===== config.mk =====
export PLATFORM = sky130hd
export DESIGN_NAME = register_file_scoreboard
export DESIGN_NICKNAME = d
export VERILOG_FILES = /design/src/rtl/register_file_scoreboard.sv
export SDC_FILE = /design/constraint.sdc
export NUM_CORES = 2
export LEC_CHECK = 0
export CAP_MARGIN = 20
export CORE_UTILIZATION = 45
export CTS_BUF_LIST = sky130_fd_sc_hd__clkbuf_16
export CTS_CLUSTER_DIAMETER = 30
export DETAILED_ROUTE_END_ITERATION = 6
export PLACE_DENSITY = 0.65
export SYNTH_ARGS = -nofsm -noshare
export SYNTH_HDL_FRONTEND = slang
export SYNTH_SLANG_ARGS = --single-unit

===== constraint.sdc =====
create_clock -name clk -period 18.9 [get_ports clk]
set_input_delay 2.835 -clock clk [delete_from_list [all_inputs] [get_ports clk]]
set_output_delay 2.835 -clock clk [all_outputs]
set_load 0.02 [all_outputs]

===== src/rtl/register_file_scoreboard.sv =====
// Register file (x0 hard-wired to zero) with an issue scoreboard of per-register busy bits.
// Define REGFILE_BYPASS_EN to forward same-cycle write-back data and waive hazards on that register.
module register_file_scoreboard #(
    parameter int DATA_WIDTH = 32,
    parameter int REG_COUNT  = 32
) (
    input  logic                  clk,
    input  logic                  rst_n,
    input  logic                  write_back_enable,
    input  logic [4:0]            write_back_register,
    input  logic [DATA_WIDTH-1:0] write_back_value,
    input  logic [4:0]            rs1_addr,
    input  logic [4:0]            rs2_addr,
    output logic [DATA_WIDTH-1:0] rs1_data,
    output logic [DATA_WIDTH-1:0] rs2_data,
    input  logic                  issue_valid,
    input  logic [4:0]            issue_rd,
    input  logic                  issue_uses_rs1,
    input  logic                  issue_uses_rs2,
    output logic                  issue_stall,
    output logic [5:0]            busy_count
);

`ifdef REGFILE_BYPASS_EN
    localparam logic BYPASS = 1'b1;
`else
    localparam logic BYPASS = 1'b0;
`endif

    logic [DATA_WIDTH-1:0] regs [REG_COUNT];
    logic [REG_COUNT-1:0]  busy;
    logic [REG_COUNT-1:0]  busy_next;
    logic [REG_COUNT-1:0]  busy_eff;
    logic [REG_COUNT-1:0]  wb_hit;
    logic [5:0]            count_next;
    logic                  wb_we;
    logic                  issue_accept;

    assign wb_we = write_back_enable && (write_back_register != 5'd0);

    always_comb begin
        wb_hit = '0;
        if (wb_we) begin
            wb_hit[write_back_register] = 1'b1;
        end
    end

    // A register retiring this cycle is already resolved when its value is forwarded.
    assign busy_eff = BYPASS ? (busy & ~wb_hit) : busy;

    // Issue handshake: an instruction issues on the posedge where issue_valid=1 and
    // issue_stall=0; issue_stall is purely combinational and is 0 whenever issue_valid=0.
    assign issue_stall = issue_valid && (
                             (issue_uses_rs1 && busy_eff[rs1_addr]) ||
                             (issue_uses_rs2 && busy_eff[rs2_addr]) ||
                             ((issue_rd != 5'd0) && busy_eff[issue_rd]));

    assign issue_accept = issue_valid && !issue_stall && (issue_rd != 5'd0);

    // Clear first, then set, so a same-cycle issue on a retiring register keeps it busy.
    always_comb begin
        busy_next = busy & ~wb_hit;
        if (issue_accept) begin
            busy_next[issue_rd] = 1'b1;
        end
        busy_next[0] = 1'b0;
    end

    always_comb begin
        count_next = 6'd0;
        for (int i = 0; i < REG_COUNT; i++) begin
            count_next = count_next + {5'd0, busy_next[i]};
        end
    end

    always_ff @(posedge clk or negedge rst_n) begin
        if (!rst_n) begin
            for (int i = 0; i < REG_COUNT; i++) begin
                regs[i] <= '0;
            end
            busy       <= '0;
            busy_count <= 6'd0;
        end else begin
            if (wb_we) begin
                regs[write_back_register] <= write_back_value;
            end
            busy       <= busy_next;
            busy_count <= count_next;
        end
    end

    function automatic logic [DATA_WIDTH-1:0] read_port(input logic [4:0] addr);
        logic [DATA_WIDTH-1:0] val;
        if (addr == 5'd0) begin
            val = '0;
        end else if (BYPASS && wb_we && (write_back_register == addr)) begin
            val = write_back_value;
        end else begin
            val = regs[addr];
        end
        return val;
    endfunction

    assign rs1_data = read_port(rs1_addr);
    assign rs2_data = read_port(rs2_addr);

endmodule


==> results.json <==
{
  "dp_hpwl_mm": 89.85,
  "clock-sinks": 1061,
  "gp_congestion": 0.8537,
  "worst_setup_path_start_kind": "primary input",
  "dr_total_vias": 37140,
  "grt_max_degree": 179,
  "finalSetupTns_ps": 0,
  "synth_top_area_cell": "dfrtp_1",
  "syn_nets": 4004,
  "synth.most_common_cell": "dfrtp_1",
  "slew_headroom": 0.2363,
  "maxCapViolCount": 0,
  "power_mw": 9.400,
  "worstPathArrival_ps": 8020,
  "die_area_um2": 128900,
  "layout_min_cycle_time_ps": 10860,
  "rows": 130,
  "critPathKind": "primary input to output pin",
  "share_comb_of_total_power": 0.228,
  "drive_above_1_share": 0.4865,
  "hold_class": "register to register",
  "finalNonFillerCells": 5788,
  "whs_ps": 390.0,
  "switching_share": 0.2832,
  "p_per_area_nw_per_um2": 137.3,
  "final_area_um2": 68450,
  "synth-edff-count": 0,
  "cts_made_buffers": 230,
  "cts_resized": 0,
  "finalCritPeriodShare": 0.5745,
  "synthFlopType": "dfrtp_1",
  "yosysTopAreaCellShare": 0.4630,
  "drtIter0Drc": 2953,
  "ios": 129,
  "max_clock_freq_mhz": 92.10,
  "vias_per_cell": 6.417,
  "post-cts-setup-buffers": 0,
  "hold_viol_final": 0,
  "wl_per_cell_um": 29.75,
  "crit_path_max_fanout": 107,
  "ant_nets": 0,
  "area_growth_pct": 19.36,
  "dpl-instance-area_um2": 59850,
  "fillers": 9916,
  "syn_area_um2": 57350,
  "dr.pass1.iters": 6,
  "grt_pass1_wl_mm": 259.2,
  "die_y_um": 359.0,
  "grt_pass1_vias": 38810,
  "clock_path_buffers": 3,
  "synth.area.top_cells": "dfrtp_1, mux2_2, mux4_2",
  "drt_wl_total_mm": 172.2,
  "worst_ep_required_time_ps": 16070,
  "grt_setup_unrepaired": "no",
  "grt_usage": 0.2689,
  "io_buffers": 128,
  "yosysWarnings": 0,
  "ys_seq_area_frac": 0.4630,
  "peakVddDrop_v": 0.0002201,
  "avgSynthCellArea_um2": 14.65,
  "synthCells": 3916,
  "p_leak_nw": 29.59,
  "placed_cells": 5333,
  "p_sw_mw": 2.662,
  "worst_pin_slew_ps": 1137,
  "critical_path.endpoint_type": "output pin",
  "yosys_register_bits": 1061,
  "fp.dieW_um": 359.0,
  "drv_slew": 0,
  "drc_errors": 0,
  "root_buffer": "clkbuf_16",
  "clkPwrFrac": 0.445,
  "grt_overflow_total": 0,
  "ys_types": 47,
  "postCtsHoldBufs": 0,
  "async_flop_share": 1.000,
  "fin_worst_skew_ps": 22.73,
  "antenna_found_initial": 7,
  "setup_violations": 0,
  "seq_power_share": 0.327,
  "clkTransAtPathRegs_ps": 40,
  "cts.htree.levels": 4,
  "insertion_delay_ps": 820,
  "nets": 4019,
  "p_int_mw": 6.737,
  "cts_tree": "yes",
  "status": "finished, final reports clean",
  "core_um2": 126100,
  "initial_utilization": 0.4549,
  "synth_common_cells": "dfrtp_1, mux2_2, mux4_2, clkbuf_1, mux2i_1"
}
-- cell families (layout without fill, tap and decap cells) --
kind of cell | after synthesis | in the layout | share of synthesized area
muxes | 1731 | 1731 | 0.4258
DFF | 1061 | 1061 | 0.4630
buffers and inverters | 483 | 701 | 0.03416
AOI/OAI and AO/OA | 389 | 389 | 0.04826
and+or+nand+nor | 219 | 219 | 0.01883
adders and majority gates | 30 | 30 | 0.009556
xor gates and xnor gates | 3 | 3 | 0.0004582
other | 0 | 4 | 0
-- critical path: stages --
cell             delay, ps
buf_8                  610
buf_12                 620
buf_4                  760
buf_4                  760
mux4_2                 590
mux4_2                 480
a21oi_1                470
nor2_1                 100
clkdlybuf4s50_1        560
-- registers in the layout, indices dropped and copies added, names as in the netlist --
signal	count
busy	31
busy_count	6
regs	1024
-- stage by stage --
| step | util | setup WS (ps) |
|---|---|---|
| 5_1_grt | 0.5430 | 7751 |
| 3_5_place_dp | 0.4748 | 7948 |
| 2_1_floorplan | - | 9953 |
| 6_report | 0.5430 | 8042 |
| 3_3_place_gp | 0.4741 | 7978 |
| 4_1_cts | 0.5396 | 7939 |
-- power groups by stage --
stage	logic [mW]	registers, mW	clock network (mW)
after floorplan	1.68	2.99	0
after global placement	2.11	3.07	0
after detailed placement	2.15	3.09	0
after CTS	2.16	3.06	4.23
after global routing	2.38	3.13	4.35
final	2.14	3.07	4.18
-- cells in the final DEF, fill, tap and decap left out, types with 15 or more instances in the layout --
master | synthesis | final
o22ai_1 | 65 | 65
bufinv_16 | 0 | 41
inv_6 | 0 | 19
nor2_4 | 0 | 16
a22o_1 | 31 | 31
a22oi_1 | 22 | 22
clkinv_4 | 0 | 21
fa_1 | 23 | 23
clkbuf_16 | 0 | 238
clkinv_1 | 1 | 22
nor3_1 | 66 | 66
mux2i_1 | 269 | 269
clkinvlp_4 | 0 | 28
clkinv_2 | 0 | 40
dfrtp_1 | 1061 | 1061
mux2_2 | 995 | 995
inv_1 | 39 | 61
a21oi_1 | 132 | 132
nand2_2 | 0 | 15
nor2_1 | 84 | 68
buf_4 | 7 | 75
nand2_1 | 30 | 15
o221ai_1 | 128 | 128
mux4_2 | 466 | 466
clkdlybuf4s50_1 | 0 | 119
-- routing by layer --
layer  share of wire  global-route usage
met5        0.000081                   0
met4           0.039              0.1118
met3           0.065             0.04897
met2            0.49              0.4396
met1            0.41              0.3538
-- final cells by class --
class | instances | area (µm²) | area share
Tap cell | 1650 | 2064 | 0.03016
Inverter | 40 | 162.7 | 0.002376
Timing Repair Buffer | 226 | 2460 | 0.03593
Clock buffer | 234 | 5856 | 0.08554
Multi-Input combinational cell | 2372 | 29030 | 0.4241
Clock inverter | 201 | 2320 | 0.03389
Sequential cell | 1061 | 26550 | 0.3879
Antenna cell | 4 | 10.01 | 0.0001462
-- path summary, 6_finish.rpt --
| kind | startpoint | to | slack [ps] | depth (start not counted) |
|---|---|---|---|---|
| setup / recovery | rs2_addr[0] | rs2_data[4] | 8040 | 9 |
| hold / removal | regs[1013] | regs[1013] | 390 | 0 |
| setup reg to reg | busy[24] | busy_count[4] | 11820 | 20 |
| hold reg to reg | regs[1013] | regs[1013] | 390 | 0 |
| max in group asynchronous | rst_n | regs[970] | 13680 | 4 |
| min in group asynchronous | rst_n | regs[793] | 2130 | 1 |
Note: power is estimated with default switching activity, not from simulation.
==> patch (same flow settings) <==
Build with the macro `REGFILE_BYPASS_EN` defined.
--- a/src/rtl/register_file_scoreboard.sv
+++ b/src/rtl/register_file_scoreboard.sv
@@ -1,5 +1,7 @@
 // Register file (x0 hard-wired to zero) with an issue scoreboard of per-register busy bits.
 // Define REGFILE_BYPASS_EN to forward same-cycle write-back data and waive hazards on that register.
+`define REGFILE_BYPASS_EN
+
 module register_file_scoreboard #(
     parameter int DATA_WIDTH = 32,
     parameter int REG_COUNT  = 32
Function: not settled (the Yosys comparison gave no result); the edit may change what the design does.
==> patch against the unedited design <==
  * Cell area grew 1.6%
  * Setup slack got worse by 0.22 ns
  * Die area grew 2.0%
  * Wire length rose by 6.5%
  * Largest power group unchanged
  * Sequential cell count unchanged
  * Synthesized area grew 2.0%
  * Critical endpoint is now busy_count[4]
  * Critical path depth up 14
  * Total power down 2.1%
  * First-iteration DRC count grew 44%
  * Register-to-register slack worse by 0.13 ns
  * Hold slack about the same
  * Final cell count is 3.1% higher
==> patch: results (changes against the unedited design) <==
[run_status]
outcome=finished clean

[power_and_ir_drop]
peakVddDrop_uv=186  ; -15%
p_int_w=0.00659  ; -2.2%
leakage_nw=29.9  ; +1.1%

[placement]
placement.cell_area_um2=61200  ; +2.3%
hpwl_um=97500  ; +8.5%

[synthesis]
synth.area.mux_share_pct=42.9  ; +0.30 points
synth_fa_ha_area_share_pct=0.937  ; -0.019 points
synth_cells=4024  ; +2.8%

[detailed_routing]
dr.pass1.iters=5  ; -1
drt_iter0_markers=4266  ; +44%

[worst_setup_path]
cp_top_family=adder cells
slowest_delay_ns=0.94  ; +0.18 ns
slowest_stage=clkdlybuf4s50_1

[layout]
clockBufferCount=232  ; -0.85%
multiInputCombCellCount=2474  ; +4.3%
diodes=0  ; -4
clk_share_pct=11.6  ; -0.38 points
area_delta_synth_final_pct=18.8
buf_share_pct=3.33  ; -0.27 points
drive_gt1_share_pct=48.8  ; +0.19 points

[grt]
grt_pass1_vias=39994  ; +3.1%
grt.total_usage_pct=28.3  ; +1.4 points
grt_max_degree=149  ; -17%

[hold_path]
hold_end=regs[1009]

-- patch: cell types whose count changed in the layout (fill, tap and decap cells not counted), moves of 33 or more --
cell / unedited run / this run
o21ai_0: 0 / 61
a211oi_1: 1 / 35
nor3_1: 66 / 9
nor2_1: 68 / 116
nand2_1: 15 / 146
a221oi_1: 0 / 33
o22ai_1: 65 / 4
mux4_2: 466 / 543
o221ai_1: 128 / 2
o211ai_1: 1 / 49
mux2i_1: 269 / 198
a21oi_1: 132 / 11
-- patch: power by group through the flow --
| stage | registers, W | logic [W] | clock network [W] |
|---|---|---|---|
| floorplan | 0.00296 | 0.00157 | 0 |
| global route | 0.00311 | 0.00225 | 0.00424 |
| detailed placement | 0.00307 | 0.00206 | 0 |
| global placement | 0.00305 | 0.00202 | 0 |
| CTS | 0.00304 | 0.00208 | 0.00412 |
| finish | 0.00305 | 0.00207 | 0.00408 |
